[src/rtl/branch_ctrl_pkg.sv]
// Shared definitions for the branch controller: funct3 encodings, FSM states
// and the 2-bit saturating counter encoding used by the optional predictor.
package branch_ctrl_pkg;

   // Conditional-branch funct3 encodings; 010 and 011 are not branches.
   localparam logic [2:0] F3_BEQ  = 3'b000;
   localparam logic [2:0] F3_BNE  = 3'b001;
   localparam logic [2:0] F3_BLT  = 3'b100;
   localparam logic [2:0] F3_BGE  = 3'b101;
   localparam logic [2:0] F3_BLTU = 3'b110;
   localparam logic [2:0] F3_BGEU = 3'b111;

   typedef enum logic [1:0] {
      ST_IDLE     = 2'd0,
      ST_WAIT_OPS = 2'd1,
      ST_EVAL     = 2'd2,
      ST_REDIRECT = 2'd3
   } br_state_e;

   // Counter encoding: MSB is the prediction.
   localparam logic [1:0] CNT_SNT = 2'b00;
   localparam logic [1:0] CNT_WNT = 2'b01;
   localparam logic [1:0] CNT_WT  = 2'b10;
   localparam logic [1:0] CNT_ST  = 2'b11;

   function automatic logic is_branch_f3(input logic [2:0] f3);
      return (f3 == F3_BEQ)  || (f3 == F3_BNE)  || (f3 == F3_BLT) ||
             (f3 == F3_BGE)  || (f3 == F3_BLTU) || (f3 == F3_BGEU);
   endfunction

   // Saturating step towards the observed outcome.
   function automatic logic [1:0] cnt_next(input logic [1:0] cnt, input logic taken);
      if (taken)
         return (cnt == CNT_ST) ? CNT_ST : cnt + 2'd1;
      else
         return (cnt == CNT_SNT) ? CNT_SNT : cnt - 2'd1;
   endfunction

   function automatic logic cnt_predict(input logic [1:0] cnt);
      return (cnt == CNT_WT) || (cnt == CNT_ST);
   endfunction

endpackage

[src/rtl/branch_ctrl_bht.sv]
// Branch history table: BHT_ENTRIES 2-bit saturating counters with a
// combinational lookup port and a single clocked update port. A lookup of
// the entry being updated sees the pre-update value.
module branch_bht
   import branch_ctrl_pkg::*;
#(
   parameter int BHT_ENTRIES = 16,
   parameter int BHT_IDX_W   = $clog2(BHT_ENTRIES)
) (
   input  logic                 clk,
   input  logic                 rst_n,
   input  logic [BHT_IDX_W-1:0] lookup_idx,
   output logic                 lookup_taken,
   input  logic                 upd_en,
   input  logic [BHT_IDX_W-1:0] upd_idx,
   input  logic                 upd_taken
);

   logic [BHT_ENTRIES-1:0] pred_vec;

   genvar gi;
   generate
      for (gi = 0; gi < BHT_ENTRIES; gi++) begin : g_entry
         logic [1:0] cnt_q;
         logic [1:0] cnt_d;

         // Step this counter only when the update targets its index.
         always_comb begin
            cnt_d = cnt_q;
            if (upd_en && (upd_idx == BHT_IDX_W'(gi)))
               cnt_d = cnt_next(cnt_q, upd_taken);
         end

         // Counter storage, weak not-taken out of reset.
         always_ff @(posedge clk or negedge rst_n) begin
            if (!rst_n) cnt_q <= CNT_WNT;
            else        cnt_q <= cnt_d;
         end

         assign pred_vec[gi] = cnt_predict(cnt_q);
      end
   endgenerate

   assign lookup_taken = pred_vec[lookup_idx];

endmodule

[src/rtl/branch_ctrl.sv]
// Branch controller: accepts one conditional branch from decode, waits for
// final operands, drives the shared comparator, reports the outcome and
// redirects fetch on mispredict. Define BRANCH_PREDICT_EN to build the
// 2-bit counter predictor (branch_bht); otherwise pred_taken is tied low.
module branch_ctrl
   import branch_ctrl_pkg::*;
#(
   parameter int XLEN        = 32,
   parameter int BHT_ENTRIES = 16,
   parameter int BHT_IDX_W   = $clog2(BHT_ENTRIES)
) (
   input  logic            clk,
   input  logic            rst_n,
   input  logic            br_valid,
   output logic            br_ready,
   input  logic [XLEN-1:0] br_pc,
   input  logic [XLEN-1:0] br_imm,
   input  logic [2:0]      br_funct3,
   input  logic            br_pred_taken,
   input  logic            ops_valid,
   input  logic [XLEN-1:0] ops_rs1,
   input  logic [XLEN-1:0] ops_rs2,
   output logic [XLEN-1:0] cmp_rs1,
   output logic [XLEN-1:0] cmp_rs2,
   output logic [2:0]      cmp_funct3,
   input  logic            cmp_taken,
   output logic            resolve_valid,
   output logic            resolve_taken,
   output logic            resolve_illegal,
   output logic            redirect_valid,
   input  logic            redirect_ready,
   output logic [XLEN-1:0] redirect_pc,
   output logic            flush,
   input  logic [XLEN-1:0] pred_pc,
   output logic            pred_taken
);

   br_state_e       state_q, state_d;
   logic [XLEN-1:0] pc_q, pc_d;
   logic [XLEN-1:0] imm_q, imm_d;
   logic [XLEN-1:0] rs1_q, rs1_d;
   logic [XLEN-1:0] rs2_q, rs2_d;
   logic [XLEN-1:0] redirect_pc_q, redirect_pc_d;
   logic [2:0]      funct3_q, funct3_d;
   logic            pred_q, pred_d;
   logic            resolve_valid_q, resolve_valid_d;
   logic            resolve_taken_q, resolve_taken_d;
   logic            resolve_illegal_q, resolve_illegal_d;

   logic            mispredict;
   assign mispredict = (cmp_taken != pred_q);

   // State register.
   always_ff @(posedge clk or negedge rst_n) begin
      if (!rst_n) state_q <= ST_IDLE;
      else        state_q <= state_d;
   end

   // Next-state logic.
   always_comb begin
      state_d = state_q;
      case (state_q)
         ST_IDLE: begin
            if (br_valid && is_branch_f3(br_funct3))
               state_d = ops_valid ? ST_EVAL : ST_WAIT_OPS;
         end
         ST_WAIT_OPS: if (ops_valid)      state_d = ST_EVAL;
         ST_EVAL:     state_d = mispredict ? ST_REDIRECT : ST_IDLE;
         ST_REDIRECT: if (redirect_ready) state_d = ST_IDLE;
         default:     state_d = ST_IDLE;
      endcase
   end

   // Latched branch fields, operands, resolve pulse and redirect target.
   always_comb begin
      pc_d              = pc_q;
      imm_d             = imm_q;
      funct3_d          = funct3_q;
      pred_d            = pred_q;
      rs1_d             = rs1_q;
      rs2_d             = rs2_q;
      redirect_pc_d     = redirect_pc_q;
      resolve_valid_d   = 1'b0;
      resolve_taken_d   = 1'b0;
      resolve_illegal_d = 1'b0;
      case (state_q)
         ST_IDLE: begin
            if (br_valid) begin
               pc_d     = br_pc;
               imm_d    = br_imm;
               funct3_d = br_funct3;
               pred_d   = br_pred_taken;
               if (!is_branch_f3(br_funct3)) begin
                  resolve_valid_d   = 1'b1;
                  resolve_illegal_d = 1'b1;
               end else if (ops_valid) begin
                  rs1_d = ops_rs1;
                  rs2_d = ops_rs2;
               end
            end
         end
         ST_WAIT_OPS: begin
            if (ops_valid) begin
               rs1_d = ops_rs1;
               rs2_d = ops_rs2;
            end
         end
         ST_EVAL: begin
            resolve_valid_d = 1'b1;
            resolve_taken_d = cmp_taken;
            if (mispredict)
               redirect_pc_d = cmp_taken ? (pc_q + imm_q) : (pc_q + XLEN'(4));
         end
         default: ;
      endcase
   end

   // Datapath registers; reset drops any in-flight branch.
   always_ff @(posedge clk or negedge rst_n) begin
      if (!rst_n) begin
         pc_q              <= '0;
         imm_q             <= '0;
         funct3_q          <= '0;
         pred_q            <= 1'b0;
         rs1_q             <= '0;
         rs2_q             <= '0;
         redirect_pc_q     <= '0;
         resolve_valid_q   <= 1'b0;
         resolve_taken_q   <= 1'b0;
         resolve_illegal_q <= 1'b0;
      end else begin
         pc_q              <= pc_d;
         imm_q             <= imm_d;
         funct3_q          <= funct3_d;
         pred_q            <= pred_d;
         rs1_q             <= rs1_d;
         rs2_q             <= rs2_d;
         redirect_pc_q     <= redirect_pc_d;
         resolve_valid_q   <= resolve_valid_d;
         resolve_taken_q   <= resolve_taken_d;
         resolve_illegal_q <= resolve_illegal_d;
      end
   end

   // Outputs decoded from state; comparator inputs are quiet outside EVAL.
   always_comb begin
      br_ready       = (state_q == ST_IDLE);
      redirect_valid = (state_q == ST_REDIRECT);
      redirect_pc    = redirect_valid ? redirect_pc_q : '0;
      flush          = redirect_valid && redirect_ready;
      cmp_rs1        = '0;
      cmp_rs2        = '0;
      cmp_funct3     = '0;
      if (state_q == ST_EVAL) begin
         cmp_rs1    = rs1_q;
         cmp_rs2    = rs2_q;
         cmp_funct3 = funct3_q;
      end
   end

   assign resolve_valid   = resolve_valid_q;
   assign resolve_taken   = resolve_taken_q;
   assign resolve_illegal = resolve_illegal_q;

   // Keeps configuration-dependent inputs and parameters referenced.
   logic                             unused_pred_pc;
   logic [BHT_ENTRIES+BHT_IDX_W-1:0] unused_bht_cfg;
   assign unused_pred_pc = ^pred_pc;
   assign unused_bht_cfg = '0;

`ifdef BRANCH_PREDICT_EN
   branch_bht #(
      .BHT_ENTRIES (BHT_ENTRIES),
      .BHT_IDX_W   (BHT_IDX_W)
   ) u_bht (
      .clk          (clk),
      .rst_n        (rst_n),
      .lookup_idx   (pred_pc[BHT_IDX_W+1:2]),
      .lookup_taken (pred_taken),
      .upd_en       (state_q == ST_EVAL),
      .upd_idx      (pc_q[BHT_IDX_W+1:2]),
      .upd_taken    (cmp_taken)
   );
`else
   assign pred_taken = 1'b0;
`endif

endmodule

[config.mk]
export PLATFORM = sky130hd
export DESIGN_NAME = branch_ctrl
export DESIGN_NICKNAME = d
export VERILOG_FILES = /design/src/rtl/branch_ctrl_pkg.sv /design/src/rtl/branch_ctrl_bht.sv /design/src/rtl/branch_ctrl.sv
export SDC_FILE = /design/constraint.sdc
export NUM_CORES = 1
export LEC_CHECK = 0
export BUFFER_PORTS_ARGS = -buffer_cell sky130_fd_sc_hd__buf_4
export CAP_MARGIN = 20
export CORE_AREA = 3 3 141 143
export CTS_CLUSTER_SIZE = 12
export DETAILED_ROUTE_END_ITERATION = 8
export DIE_AREA = 0 0 144 146
export GPL_ROUTABILITY_DRIVEN = 0
export PLACE_DENSITY_LB_ADDON = 0.25
export SYNTH_ARGS = -nofsm -noshare
export SYNTH_HDL_FRONTEND = slang
export SYNTH_SLANG_ARGS = --single-unit
[constraint.sdc]
create_clock -name clk -period 6.19 [get_ports clk]
set_input_delay 0 -clock clk [delete_from_list [all_inputs] [get_ports clk]]
set_output_delay 0 -clock clk [all_outputs]
set_load 0.005 [all_outputs]
==> metrics.log <==
[metrics] Data required, critical path: about 6600 ps
[metrics] Final period util: a little under three fifths
[metrics] maximum number of pins on one net before global-route repair: 89
[metrics] clock slew at reported path FFs: around 70 ps
[metrics] first-pass GRT wire length: between 40000 and 50000 um
[metrics] Clock Sinks: approximately 170
[metrics] leakage power total: 6.601 nW
[metrics] mean instance size in the synthesized netlist: ~9.0 um2
[metrics] Total Neg Setup Slack: 0 ps
[metrics] Area contributors post-synth: sky130_fd_sc_hd__dfrtp_1 (45%), sky130_fd_sc_hd__nand2_1 (11%), sky130_fd_sc_hd__mux2_2 (7.7%), sky130_fd_sc_hd__and2_1 (4.7%), sky130_fd_sc_hd__ha_1 (4.3%)
[metrics] number of warnings printed during yosys synthesis: 0
[metrics] number of nets with antenna violations after detailed routing: 0
[metrics] highest cell delay on the worst timing path: between 400 and 500 ps
[metrics] power density relative to cell area: ~420 mW/mm2
[metrics] Area Overhead vs Synth: 42.75%
[metrics] Crit Path Max Fanout: 4
[metrics] number of different library cells in the post-synthesis netlist: 47
[metrics] peak supply drop: between 0.0002 and 0.00025 V
[metrics] initial antenna violation count: 0
[metrics] fraction of post-synthesis cell area in the top cell type by area: between 40 and 50%
[metrics] path type of the worst min-delay path: in2reg
[metrics] Core Region: 0.01871 mm2
[metrics] final worst clock skew: ~15 ps
[metrics] async set-or-reset flop fraction in the synthesized netlist: 100.0%
[metrics] number of nets in the final layout: around 1.6k
[metrics] fin. max-slew vios: 0
[metrics] CTS Hold Buffers Added: 136
[metrics] CP Cell Sequence: ha_1, fa_1, a21o_1, a21oi_2, o211ai_1, a2111oi_4, o31ai_1, a221o_1, a221oi_2, mux2_1, nand2_1
[metrics] Die H: approximately 150 um
[metrics] worst-case reg-to-reg path depth: 11
[metrics] PortBufs: between 200 and 250
[metrics] category of the most critical setup path: reg2reg
[metrics] number of vias per cell after detailed routing: 5.357
[metrics] power share of the clock group: between 10% and 20%
[metrics] source-to-sink clock delay at the later pin of the worst-skew pair: roughly 440 ps
[metrics] number of flops mapped to enable cells by yosys: 0
[metrics] leading area contributor after synthesis: sky130_fd_sc_hd__dfrtp_1
[metrics] worst reg2reg startpoint: pc_q[0]
[metrics] H-tree levels: 4
[metrics] met1 Resource Use GR: between 30% and 40%
[metrics] endpoint of the most critical register-to-register path: redirect_pc_q[30]
[metrics] startpoint types: register
[metrics] half-perimeter wire length after placement: roughly 18000 um
[metrics] busiest metal layer after global routing: met2
[metrics] portion of the post-synthesis area used by sequential elements: between 40% and 50%
[metrics] launching instance or port of the critical path: pc_q[0]
[metrics] Num CTS Buffers: 17
[metrics] Core Rows: 50
[metrics] Critical Path Slowest Stage Cell: sky130_fd_sc_hd__a2111oi_4
[metrics] part of the power in registers: between 30% and 40%
[metrics] PostCTS Resize Cnt: 0
[metrics] global routing met2 resource utilization: around 46%
[metrics] number of synthesized register bits: 169
[metrics] number of top-level pins: approximately 280
[metrics] Root Buffer Master: sky130_fd_sc_hd__clkbuf_16
[metrics] data arrival time of the worst path: slightly below 4000 ps
[metrics] Max Fclk: ~280 MHz
[metrics] switching portion of total power: between 40 and 50%
[metrics] cell area after placement: between 0.01 and 0.015 mm2
[metrics] GR met3 Demand/Resource: 4.634%
[metrics] fraction of power consumed by combinational cells: a little under half
[metrics] post-route DRC violation count: 0
[metrics] Max-slew headroom: between 40 and 50%
[metrics] Post-synth top flop: sky130_fd_sc_hd__dfrtp_1
[metrics] Net Count, Synth: between 1k and 1.5k
[metrics] final instance area: about 0.013 mm2
[metrics] total setup violations reported at the end of the flow: 0
[metrics] net switching component of the power: 2.269 mW
[metrics] average routed wire per standard cell: around 17 um
[metrics] DR vias: a little under 9k
[metrics] Horiz. Die Dim: 144 um
[metrics] full die area: 0.02102 mm2
[metrics] hold violation count in the final report: 0
[metrics] actual transition at the worst max-transition pin: between 800 and 900 ps
[metrics] initial standard-cell utilization of the core: 49.75%
[metrics] Register-to-Register Setup Slack: 2640 ps
[metrics] sum of routed wire length over all layers: ~28000 um
[metrics] total iterations of the first detailed-routing run: 6
[metrics] overall routing resource usage: 26.86%
[metrics] run status: finished clean
[metrics] final period demand of the worst path: 3551 ps
[metrics] summed instance area of the synthesized netlist: 0.009305 mm2
[metrics] total of max-cap violations: 0
[metrics] top cells by count, synth: sky130_fd_sc_hd__nand2_1 (262), sky130_fd_sc_hd__dfrtp_1 (169), sky130_fd_sc_hd__and2_1 (70), sky130_fd_sc_hd__mux2_2 (64), sky130_fd_sc_hd__o21ai_0 (52)
[metrics] count of antenna diodes in the layout: 0
[metrics] largest buffer count on any clock path: 2
[metrics] nature of the critical path endpoint: register
[metrics] setup repair after global routing missed its margin: false
[metrics] CTS tree: built
[metrics] dominant cell by count in the synthesized netlist: sky130_fd_sc_hd__nand2_1
[metrics] grt total ovfl: 0
[metrics] cell-internal power: ~3.4 mW
[metrics] number of post-CTS setup repair buffers: 0
[metrics] worst setup path endpoint: redirect_pc_q[30]
[metrics] via count of the first global-routing pass: roughly 8.9k
[metrics] 1st-iter DRT viols: roughly 600
[metrics] instance count of the mapped netlist: a little over 1k
[metrics] share of cells above drive strength 1: ~26%
-- worst min-delay path by stage --
stage          slack (ps)      start  cells past startpoint                end
2_1_floorplan        -300      rst_n                      0        funct3_q[0]
3_3_place_gp          110      rst_n                      1           pc_q[20]
3_5_place_dp          120      rst_n                      1           pc_q[20]
4_1_cts                50  cmp_taken                      3  redirect_pc_q[29]
5_1_grt                90  cmp_taken                      3  redirect_pc_q[29]
6_report               60  cmp_taken                      3  redirect_pc_q[29]
-- logic make-up after synthesis --
group                    synth area share, %
buffers and inverters                  2.824
adder cells (fa/ha/maj)                4.518
flip-flops                             45.45
AND/OR/NAND/NOR                        22.86
AO/OA/AOI/OAI                          11.12
other                                0.04030
multiplexers                           8.296
XOR/XNOR                               4.894
-- sequential cells by signal (all words and copies together) (netlist names) --
signal / flops
state_q: 2
resolve_valid: 1
rs2_q: 32
pred_q: 1
imm_q: 32
rs1_q: 32
resolve_illegal: 1
resolve_taken: 1
funct3_q: 3
pc_q: 32
redirect_pc_q: 32
-- metal layers --
metal / vias to the layer above / wire length [um]
li1: 4177 / -
met1: 4185 / 11610
met2: 282 / 14310
met3: 66 / 1476
met4: 0 / 966
met5: - / 0
-- cells in the final DEF (no fill, tap or decap), types with 2 or more instances in the layout --
cell type / count
sky130_fd_sc_hd__dlygate4sd3_1: 136
sky130_fd_sc_hd__nor2_1: 49
sky130_fd_sc_hd__nand3_1: 16
sky130_fd_sc_hd__inv_1: 12
sky130_fd_sc_hd__or2_2: 2
sky130_fd_sc_hd__buf_4: 248
sky130_fd_sc_hd__nand2_1: 261
sky130_fd_sc_hd__inv_8: 7
sky130_fd_sc_hd__nor2b_1: 3
sky130_fd_sc_hd__a21oi_1: 51
sky130_fd_sc_hd__dfrtp_1: 169
sky130_fd_sc_hd__a31oi_1: 7
sky130_fd_sc_hd__o211ai_1: 9
sky130_fd_sc_hd__xnor2_1: 29
sky130_fd_sc_hd__or3_1: 4
sky130_fd_sc_hd__mux2i_1: 4
sky130_fd_sc_hd__nor3_1: 8
sky130_fd_sc_hd__a22oi_1: 5
sky130_fd_sc_hd__o31ai_1: 4
sky130_fd_sc_hd__clkinv_8: 2
sky130_fd_sc_hd__ha_1: 32
sky130_fd_sc_hd__and2_1: 69
sky130_fd_sc_hd__o21a_1: 2
sky130_fd_sc_hd__inv_6: 2
sky130_fd_sc_hd__clkbuf_16: 17
sky130_fd_sc_hd__buf_16: 2
sky130_fd_sc_hd__mux2_2: 64
sky130_fd_sc_hd__a211o_1: 3
sky130_fd_sc_hd__o21ai_0: 52
sky130_fd_sc_hd__xor2_1: 23
sky130_fd_sc_hd__a221o_1: 2
sky130_fd_sc_hd__clkinv_4: 3
sky130_fd_sc_hd__a211oi_1: 5
sky130_fd_sc_hd__a21o_1: 15
sky130_fd_sc_hd__o21bai_1: 4
sky130_fd_sc_hd__nand4_1: 8
sky130_fd_sc_hd__and3_1: 41
sky130_fd_sc_hd__nand2b_1: 3
-- power by group through the flow --
stage | clock network [mW] | logic (mW) | registers (mW)
after floorplan | 0 | 1.82 | 1.81
after global placement | 0 | 2.41 | 1.90
after detailed placement | 0 | 2.48 | 1.92
after CTS | 1.10 | 2.57 | 1.91
after global routing | 1.15 | 2.89 | 1.98
final | 1.08 | 2.61 | 1.93
-- critical path: cells and delay by family, from the launching register on --
family                     cells  cell delay, ps
DFF                            1             400
adders and majority gates      2             640
muxes                          1             350
and+or+nand+nor                1              60
AOI/OAI and AO/OA              7            2040
-- layout make-up --
class / instances / area, um2
fillers: 1416 / 5423
multi-input cells: 792 / 4830
flip-flops and latches: 169 / 4229
repair buffers: 387 / 3289
clock buffers: 17 / 425.4
well taps: 234 / 292.8
clock inverters: 15 / 171.4
inverters: 12 / 45.04
-- metrics by stage --
stage / power, mW / hold slack (ps) / setup slack [ps] / util (%) / instances
after CTS: 5.580 / 53.20 / 2656 / 70.86 / 1625
after floorplan: 3.632 / -295.6 / 3058 / - / 1030
after global routing: 6.028 / 90.92 / 2483 / 71.01 / 1626
final: 5.620 / 64.86 / 2639 / 71.01 / 1626
after detailed placement: 4.401 / 116.2 / 2715 / 60.39 / 1457
after global placement: 4.312 / 112.6 / 2723 / 60.25 / 1456
(Power assumes the default switching activity.)
